<file path="src/rtl/mac_sequencer.sv">
// Control sequencer for one digital_MAC: clears the accumulator, streams N
// activation/weight pairs from synchronous-read buffers, then presents the sum.
module mac_sequencer #(
    parameter int unsigned ADDR_W  = 10,
    parameter int unsigned N_W     = 8,
    parameter int unsigned MAC_LAT = 1
) (
    input  logic              clock,
    input  logic              reset,
    input  logic              start,
    input  logic [N_W-1:0]    num_inputs,
    input  logic [ADDR_W-1:0] data_base,
    input  logic [ADDR_W-1:0] weight_base,
    output logic              buf_rd,
    output logic [ADDR_W-1:0] data_addr,
    output logic [ADDR_W-1:0] weight_addr,
    input  logic [7:0]        data_q,
    input  logic [7:0]        weight_q,
    output logic              mac_reset,
    output logic              mac_enable,
    output logic [7:0]        mac_data,
    output logic [7:0]        mac_weight,
    input  logic [16:0]       mac_result,
    output logic              busy,
    output logic              out_valid,
    output logic [16:0]       out_result,
    input  logic              out_ready
);

    localparam int unsigned RES_W = 17;
    localparam int unsigned LAT_W = (MAC_LAT > 1) ? $clog2(MAC_LAT) : 1;

    typedef enum logic [2:0] {
        IDLE,
        CLEAR,
        STREAM,
        DRAIN,
        HOLD
    } state_t;

    state_t            state, state_d;
    logic [N_W-1:0]    rem, rem_d;
    logic [LAT_W-1:0]  lat_cnt, lat_cnt_d;
    logic              buf_rd_d;
    logic              mac_reset_d;
    logic              issue;
    logic [ADDR_W-1:0] data_addr_d, weight_addr_d;
    logic [RES_W-1:0]  out_result_d;

    // Next-state and next-output logic; rem counts reads still to be issued.
    always_comb begin
        state_d       = state;
        rem_d         = rem;
        lat_cnt_d     = LAT_W'(MAC_LAT - 1);
        buf_rd_d      = 1'b0;
        data_addr_d   = data_addr;
        weight_addr_d = weight_addr;
        out_result_d  = out_result;
        issue         = ((state == CLEAR) || (state == STREAM)) && (rem != '0);

        if (issue) begin
            buf_rd_d      = 1'b1;
            rem_d         = rem - N_W'(1);
            data_addr_d   = data_addr + ADDR_W'(1);
            weight_addr_d = weight_addr + ADDR_W'(1);
        end

        case (state)
            IDLE: begin
                if (start) begin
                    state_d       = CLEAR;
                    buf_rd_d      = (num_inputs != '0);
                    rem_d         = (num_inputs != '0) ? num_inputs - N_W'(1) : '0;
                    data_addr_d   = data_base;
                    weight_addr_d = weight_base;
                end
            end
            CLEAR: begin
                state_d = buf_rd ? STREAM : DRAIN;
            end
            STREAM: begin
                // No read in flight means this cycle carries the final enable.
                if (!buf_rd) begin
                    state_d = DRAIN;
                end
            end
            DRAIN: begin
                if (lat_cnt == '0) begin
                    out_result_d = mac_result;
                    state_d      = HOLD;
                end else begin
                    lat_cnt_d = lat_cnt - LAT_W'(1);
                end
            end
            HOLD: begin
                if (out_ready) begin
                    state_d = IDLE;
                end
            end
            default: begin
                state_d = IDLE;
            end
        endcase

        mac_reset_d = (state_d == CLEAR);
    end

    // State and registered outputs.
    always_ff @(posedge clock) begin
        if (reset) begin
            state       <= IDLE;
            rem         <= '0;
            lat_cnt     <= LAT_W'(MAC_LAT - 1);
            buf_rd      <= 1'b0;
            mac_enable  <= 1'b0;
            mac_reset   <= 1'b1;
            busy        <= 1'b0;
            out_valid   <= 1'b0;
            out_result  <= '0;
            data_addr   <= '0;
            weight_addr <= '0;
        end else begin
            state       <= state_d;
            rem         <= rem_d;
            lat_cnt     <= lat_cnt_d;
            buf_rd      <= buf_rd_d;
            mac_enable  <= buf_rd;
            mac_reset   <= mac_reset_d;
            busy        <= (state_d != IDLE);
            out_valid   <= (state_d == HOLD);
            out_result  <= out_result_d;
            data_addr   <= data_addr_d;
            weight_addr <= weight_addr_d;
        end
    end

    // Buffer read data lands the cycle after buf_rd, aligned with mac_enable.
    assign mac_data   = mac_enable ? data_q   : 8'd0;
    assign mac_weight = mac_enable ? weight_q : 8'd0;

endmodule

</file>
<file path="config.mk">
export PLATFORM = sky130hd
export DESIGN_NAME = mac_sequencer
export DESIGN_NICKNAME = d
export VERILOG_FILES = /design/src/rtl/mac_sequencer.sv
export SDC_FILE = /design/constraint.sdc
export NUM_CORES = 1
export LEC_CHECK = 0
export ABC_AREA = 1
export CAP_MARGIN = 20
export CORE_MARGIN = 5
export CORE_UTILIZATION = 24
export DETAILED_ROUTE_END_ITERATION = 10
export GPL_TIMING_DRIVEN = 0
export PLACE_DENSITY_LB_ADDON = 0.05
export SYNTH_ARGS = -nofsm -noshare
export SYNTH_HDL_FRONTEND = slang
export SYNTH_SLANG_ARGS = --single-unit
</file>
<file path="constraint.sdc">
create_clock -name clock -period 2.3 [get_ports clock]
set_clock_uncertainty 0.1 [all_clocks]
set_input_delay 0.46 -clock clock [delete_from_list [all_inputs] [get_ports clock]]
set_output_delay 0.46 -clock clock [all_outputs]
set_load 0.1 [all_outputs]
</file>
==> results of run 1 <==
## kinds of logic (layout without fill, tap and decap cells)
| logic type | Yosys count | after routing |
|---|---|---|
| AO/OA/AOI/OAI | 73 | 73 |
| XOR/XNOR | 9 | 9 |
| adder cells (fa/ha/maj) | 6 | 6 |
| buffers and inverters | 103 | 233 |
| flip-flops | 54 | 54 |
| other | 1 | 1 |
| AND/OR/NAND/NOR | 240 | 240 |
## Yosys cell counts, drive strengths merged
library cell / count / area share [%]
a31oi: 1 / 0.68
o21bai: 6 / 1.4
ha: 6 / 2.4
dfxtp: 54 / 35
o211ai: 5 / 1.2
clkbuf: 7 / 0.88
nand4: 5 / 1.0
nand3: 33 / 5.7
a31o: 1 / 0.28
nor3: 4 / 0.64
xor2: 7 / 2.0
a21oi: 13 / 2.2
nand3b: 3 / 0.72
nand2: 119 / 14
buf: 10 / 2.0
o21ai: 47 / 7.6
inv: 86 / 10
conb: 1 / 0.12
nor2: 73 / 10
or2: 3 / 0.60
xnor2: 2 / 0.56
## state kept, by name (all words and copies together), names as in the netlist, 3 cells and up
register,cells
data_addr,10
weight_addr,10
rem,8
state,3
out_result,17
## where the power goes
group	internal, mW	total, mW	switching [mW]
clock	0.417	0.814	0.397
combinational	0.836	3.24	2.40
sequential	1.15	1.36	0.214
## metrics by stage
stage	cell area (µm²)	hold slack, ps	setup WS [ps]	utilization, %	setup TNS [ps]
5_1_grt	4680	424	16.9	36.9	0
3_5_place_dp	4590	386	-557	36.2	-10840
2_1_floorplan	3150	411	81.3	-	0
4_1_cts	4680	397	10.3	36.9	0
3_3_place_gp	4590	392	-589	36.2	-10060
6_report	4680	385	87.4	36.9	0
## final cells by class
cell class | count | share of cell area [%]
clock inverters | 3 | 0.615
repair buffers | 122 | 24.6
inverters | 86 | 7.76
plain buffers | 17 | 2.01
flip-flops and latches | 54 | 23.1
multi-input cells | 329 | 34.6
clock buffers | 5 | 2.68
well taps | 172 | 4.60
## what timing repair did
action	4_1_cts	5_1_grt
hold endpoints to repair	0	0
hold buffers	0	0
pin swaps	0	0
endpoints found under the setup margin	58	9
resized for setup	121	2
## layer usage
| metal | vias up | routed length [µm] | global-route usage, % |
|---|---|---|---|
| li1 | 1756 | - | - |
| met1 | 1481 | 4660 | 17.4 |
| met2 | 74 | 4740 | 21.7 |
| met3 | 7 | 703 | 4.22 |
| met4 | 0 | 90 | 3.08 |
| met5 | - | 0 | 0 |
## how the worst max path moves through the flow
| stage | depth (start not counted) | endpoint | start | slack [ps] |
|---|---|---|---|---|
| floorplan | 4 | mac_data[4] | mac_enable | 80 |
| global placement | 5 | mac_weight[5] | mac_enable | -590 |
| detailed placement | 5 | mac_weight[1] | mac_enable | -560 |
| CTS | 6 | out_result[3] | reset | 10 |
| global route | 1 | weight_addr[6] | weight_addr[6] | 20 |
| finish | 1 | weight_addr[5] | weight_addr[5] | 90 |
==> results.json, run 1 <==
{
  "synth-seq-cells": 54,
  "drc": 0,
  "holdPathStages": 2,
  "tightest_slew_ps": 995,
  "overflow": 0,
  "h-tree-depth": 2,
  "arrival_ps": 1650,
  "crit_path_max_fanout": 6,
  "r2r_slack_ps": 510,
  "drt.antenna.violating_nets": 0,
  "drt-total-wl_um": 10200,
  "wire_per_inst_um": 12.9,
  "worstPathBufferInverterCount": 1,
  "clock-sinks": 54,
  "numCtsBuffers": 5,
  "critPathMaxStageDelay_ps": 890,
  "cp.required_ps": 1740,
  "p_leak_nw": 2.34,
  "clockBufferDepth": 2,
  "synth_xor_area_share_pct": 2.53,
  "dr.pass1.iters": 4,
  "r2r-end": "weight_addr[2]",
  "numPortBuffers": 122,
  "start_util_pct": 24.6,
  "rsz0062_at_grt": "false",
  "yosys.area_share.simple_pct": 33.5,
  "max_slew_margin_pct": 33.9,
  "p_total_mw": 5.42,
  "n_antenna_cell": 0,
  "fp.coreArea_um2": 12700,
  "multi_input_area_um2": 1620,
  "r2r_start": "state[2]",
  "place_hpwl_um": 7920,
  "via_per_inst": 4.21,
  "r2r_cells": 8,
  "crit_chain": "dlygate4sd2_1",
  "finalSetupViolCount": 0,
  "postSynthCellCount": 486,
  "synthAdderAreaFrac_pct": 2.41,
  "drive_gt1_share_pct": 10.1,
  "synth_cell_types": 35,
  "syn_nets": 557,
  "die_y_um": 124,
  "fill_cells": 1415,
  "final_cell_mix": "nand2_1, inv_1, nor2_1",
  "finalCritPeriodShare_pct": 96.2,
  "num_rows": 41,
  "status": "completed",
  "p_per_area_nw_per_um2": 1160,
  "synth_top_family_by_area": "simple AND/OR/NAND/NOR gates",
  "min_period_ps": 2210,
  "die_area_um2": 15400,
  "tritoncts": "built",
  "grt_max_degree": 20,
  "hold_path_end": "mac_enable",
  "layout_commonest_cell": "nand2_1",
  "insertion_delay_ps": 310,
  "drtIter0Drc": 138,
  "die_w_um": 124,
  "synth_mux_area_share_pct": 0,
  "critPathTopFamily": "buffers and inverters",
  "synth-compound-area-share_pct": 13.4,
  "worstSetupPathType": "flop to output pin",
  "regArea_um2": 1080,
  "place_congestion": 0.757,
  "ir_worst_vdd_mv": 0.450,
  "clk_pin_slew_ps": 80,
  "area_delta_synth_final_pct": 50.1,
  "hold_start": "buf_rd",
  "grt_usage_pct": 13.4,
  "hold_class": "flop to flop",
  "avgSynthCellArea_um2": 6.41,
  "startpoint_type": "flop",
  "yosysSeqAreaShare_pct": 34.7,
  "instances_no_fill": 788,
  "vias": 3318,
  "slew_violations": 0,
  "yosys_warnings": 0,
  "hold_viol": 0,
  "layout.nets": 686,
  "cts_setup_buffers": 0,
  "critPathSlowestCell": "dlygate4sd2_1",
  "grt_pass1_wl_um": 16000,
  "drv_cap": 0,
  "root_buffer": "clkbuf_16",
  "syn-cell-area_um2": 3120,
  "fmax_mhz": 452,
  "antenna_found_initial": 0,
  "endpoint_kind": "output pin",
  "ios": 123,
  "grt_pass1_vias": 3139,
  "dpl.cell_count": 780
}
(Power assumes the default switching activity.)
==> inputs of run 2 (changes only) <==
--- a/config.mk
+++ b/config.mk
@@ -8,7 +8,7 @@
 export ABC_AREA = 1
 export CAP_MARGIN = 20
 export CORE_MARGIN = 5
-export CORE_UTILIZATION = 24
+export CORE_UTILIZATION = 30
 export DETAILED_ROUTE_END_ITERATION = 10
 export GPL_TIMING_DRIVEN = 0
 export PLACE_DENSITY_LB_ADDON = 0.05
==> run 2 against run 1 <==
  * Via count rose by 0.51%
  * Utilization is 7.8 points higher
  * Flip-flop and latch count unchanged
  * Worst hold slack improved by 8.7 ps
  * Combinational power barely moved
  * Sequential power is essentially flat
  * Count of clock-buffer cells in the layout unchanged
  * Sequential share of layout area is 0.51 points higher
  * Clock power down 28%
  * Non-clock buffer count unchanged
  * Die area down 18%
  * Fmax increased by 0.12%
  * Critical path type unchanged
  * Largest cell class unchanged
==> results.json, run 2 (synthesis results as in run 1) <==
{
  "clock-sinks": 54,
  "cp-endpoint": "weight_addr[0]",
  "dp_slack_ps": -568,
  "status": "completed",
  "grt_pass1_vias": 3262,
  "final_util_pct": 44.7,
  "fill_cells": 1118,
  "p_int_mw": 2.21,
  "numPortBuffers": 122,
  "cp-startpoint": "weight_addr[0]",
  "root_buffer": "clkbuf_8",
  "endpoint_kind": "output pin",
  "finalSetupViolCount": 0,
  "place_hpwl_um": 7450,
  "largest_reg_flops": 17,
  "drive_gt1_share_pct": 10.1,
  "drc": 0,
  "instances_no_fill": 752,
  "p_total_mw": 5.18,
  "antenna_found_initial": 0,
  "insertion_delay_ps": 310,
  "arrival_ps": 1650,
  "final_cell_mix": "nand2_1, inv_1, nor2_1",
  "fmax_mhz": 452,
  "layout.nets": 686,
  "critPathSlowestCell": "dlygate4sd2_1",
  "drtIter0Drc": 153,
  "crit_chain": "dlygate4sd2_1",
  "r2r_cells": 8,
  "hold_class": "flop to flop",
  "place_congestion": 0.820,
  "pwr-share-seq_pct": 26.3,
  "ir_worst_vdd_mv": 0.517,
  "top_register": "out_result",
  "hold_viol": 0,
  "clockBufferDepth": 2,
  "max_slew_margin_pct": 34.0,
  "top_regs": "out_result: 17 flops, data_addr: 10 flops, weight_addr: 10 flops",
  "die_w_um": 112,
  "crit_path_max_fanout": 5,
  "finalCritPeriodShare_pct": 96.1,
  "worstSetupPathType": "flop to output pin",
  "dr.pass1.iters": 4,
  "fp.coreArea_um2": 10200,
  "r2r-end": "data_addr[5]",
  "n_antenna_cell": 0,
  "rsz0062_at_grt": "false",
  "tritoncts": "built",
  "drt.antenna.violating_nets": 0,
  "p_sw_mw": 2.97,
  "num_rows": 37,
  "grt_pass1_wl_um": 15800,
  "clk_pin_slew_ps": 110,
  "vias": 3335,
  "h-tree-depth": 2,
  "r2r_start": "state[1]",
  "die_y_um": 112,
  "worstPathBufferInverterCount": 1,
  "numCtsBuffers": 5,
  "via_per_inst": 4.43,
  "grt_usage_pct": 15.3,
  "die_area_um2": 12500,
  "combPwrFrac_pct": 62.4,
  "ios": 123,
  "min_period_ps": 2210,
  "area_delta_synth_final_pct": 46.9,
  "tightest_slew_ps": 994,
  "dpl.cell_count": 744,
  "cp.required_ps": 1740,
  "critPathMaxStageDelay_ps": 890,
  "crit_cells": 1,
  "r2r_slack_ps": 540,
  "wire_per_inst_um": 12.7,
  "worst_slack_ps": 90.0,
  "layout_commonest_cell": "nand2_1",
  "drt-total-wl_um": 9590,
  "swShare_pct": 57.3,
  "p_leak_nw": 2.32,
  "overflow": 0,
  "p_per_area_nw_per_um2": 1130,
  "power_frac_clock_pct": 11.4,
  "grt_max_degree": 20,
  "drv_cap": 0,
  "finalSetupTns_ps": 0,
  "start_util_pct": 30.5,
  "critPathTopFamily": "buffers and inverters",
  "startpoint_type": "flop",
  "slew_violations": 0
}
## run 2: changes by cell type in the layout (fill, tap and decap cells not counted), sizes merged
cell / previous run / this run
clkinv: 2 / 1
inv: 77 / 78
## run 2: stage by stage
stage	instance area, µm²	hold slack [ps]
floorplan	3150	411
global placement	4550	384
detailed placement	4550	387
CTS	4570	400
global route	4580	429
finish	4580	393
## run 2: power groups by stage
stage	sequential [mW]	combinational [mW]	clock [mW]
after global placement	1.39	3.34	0
after detailed placement	1.39	3.36	0
final	1.36	3.23	0.589
after global routing	1.40	3.50	0.653
after floorplan	2.38	1.52	0
after CTS	1.36	3.26	0.615
## run 2: worst min-delay path by stage
| stage | slack [ps] | to | startpoint | cells past startpoint |
|---|---|---|---|---|
| floorplan | 410 | state[1] | lat_cnt | 2 |
| global placement | 380 | mac_enable | buf_rd | 2 |
| detailed placement | 390 | mac_enable | buf_rd | 2 |
| CTS | 400 | mac_enable | buf_rd | 2 |
| global route | 430 | mac_enable | buf_rd | 2 |
| finish | 390 | mac_enable | buf_rd | 2 |
## run 2: metal layers
metal / routed length [µm] / share of wire [%] / vias up / global-route usage [%]
met4: 73 / 0.76 / 0 / 2.76
met2: 4570 / 48 / 98 / 26.4
met5: 0 / 0 / - / 0
met3: 701 / 7.3 / 6 / 4.35
met1: 4250 / 44 / 1469 / 19.2
li1: - / - / 1762 / -
## run 2: repair_timing
item	in CTS	in global routing
resized for setup	121	2
setup buffers	0	0
hold buffers	0	0
endpoints found under the setup margin	58	6
## run 2: worst register-to-register path: stages (launching register included)
cell,delay [ps]
dfxtp_1,390
nor2_2,80
inv_4,90
nor2_8,50
inv_2,190
buf_1,500
nand3_1,170
nand2_1,90
inv_1,30
## run 2: layout make-up
cell class	count	area (µm²)	share of cell area, %
Buffer	17	93.8	2.05
Clock buffer	5	68.8	1.50
Clock inverter	3	28.8	0.629
Inverter	86	363	7.93
Multi-Input combinational cell	329	1620	35.4
Sequential cell	54	1080	23.7
Tap cell	136	170	3.72
Timing Repair Buffer	122	1150	25.2
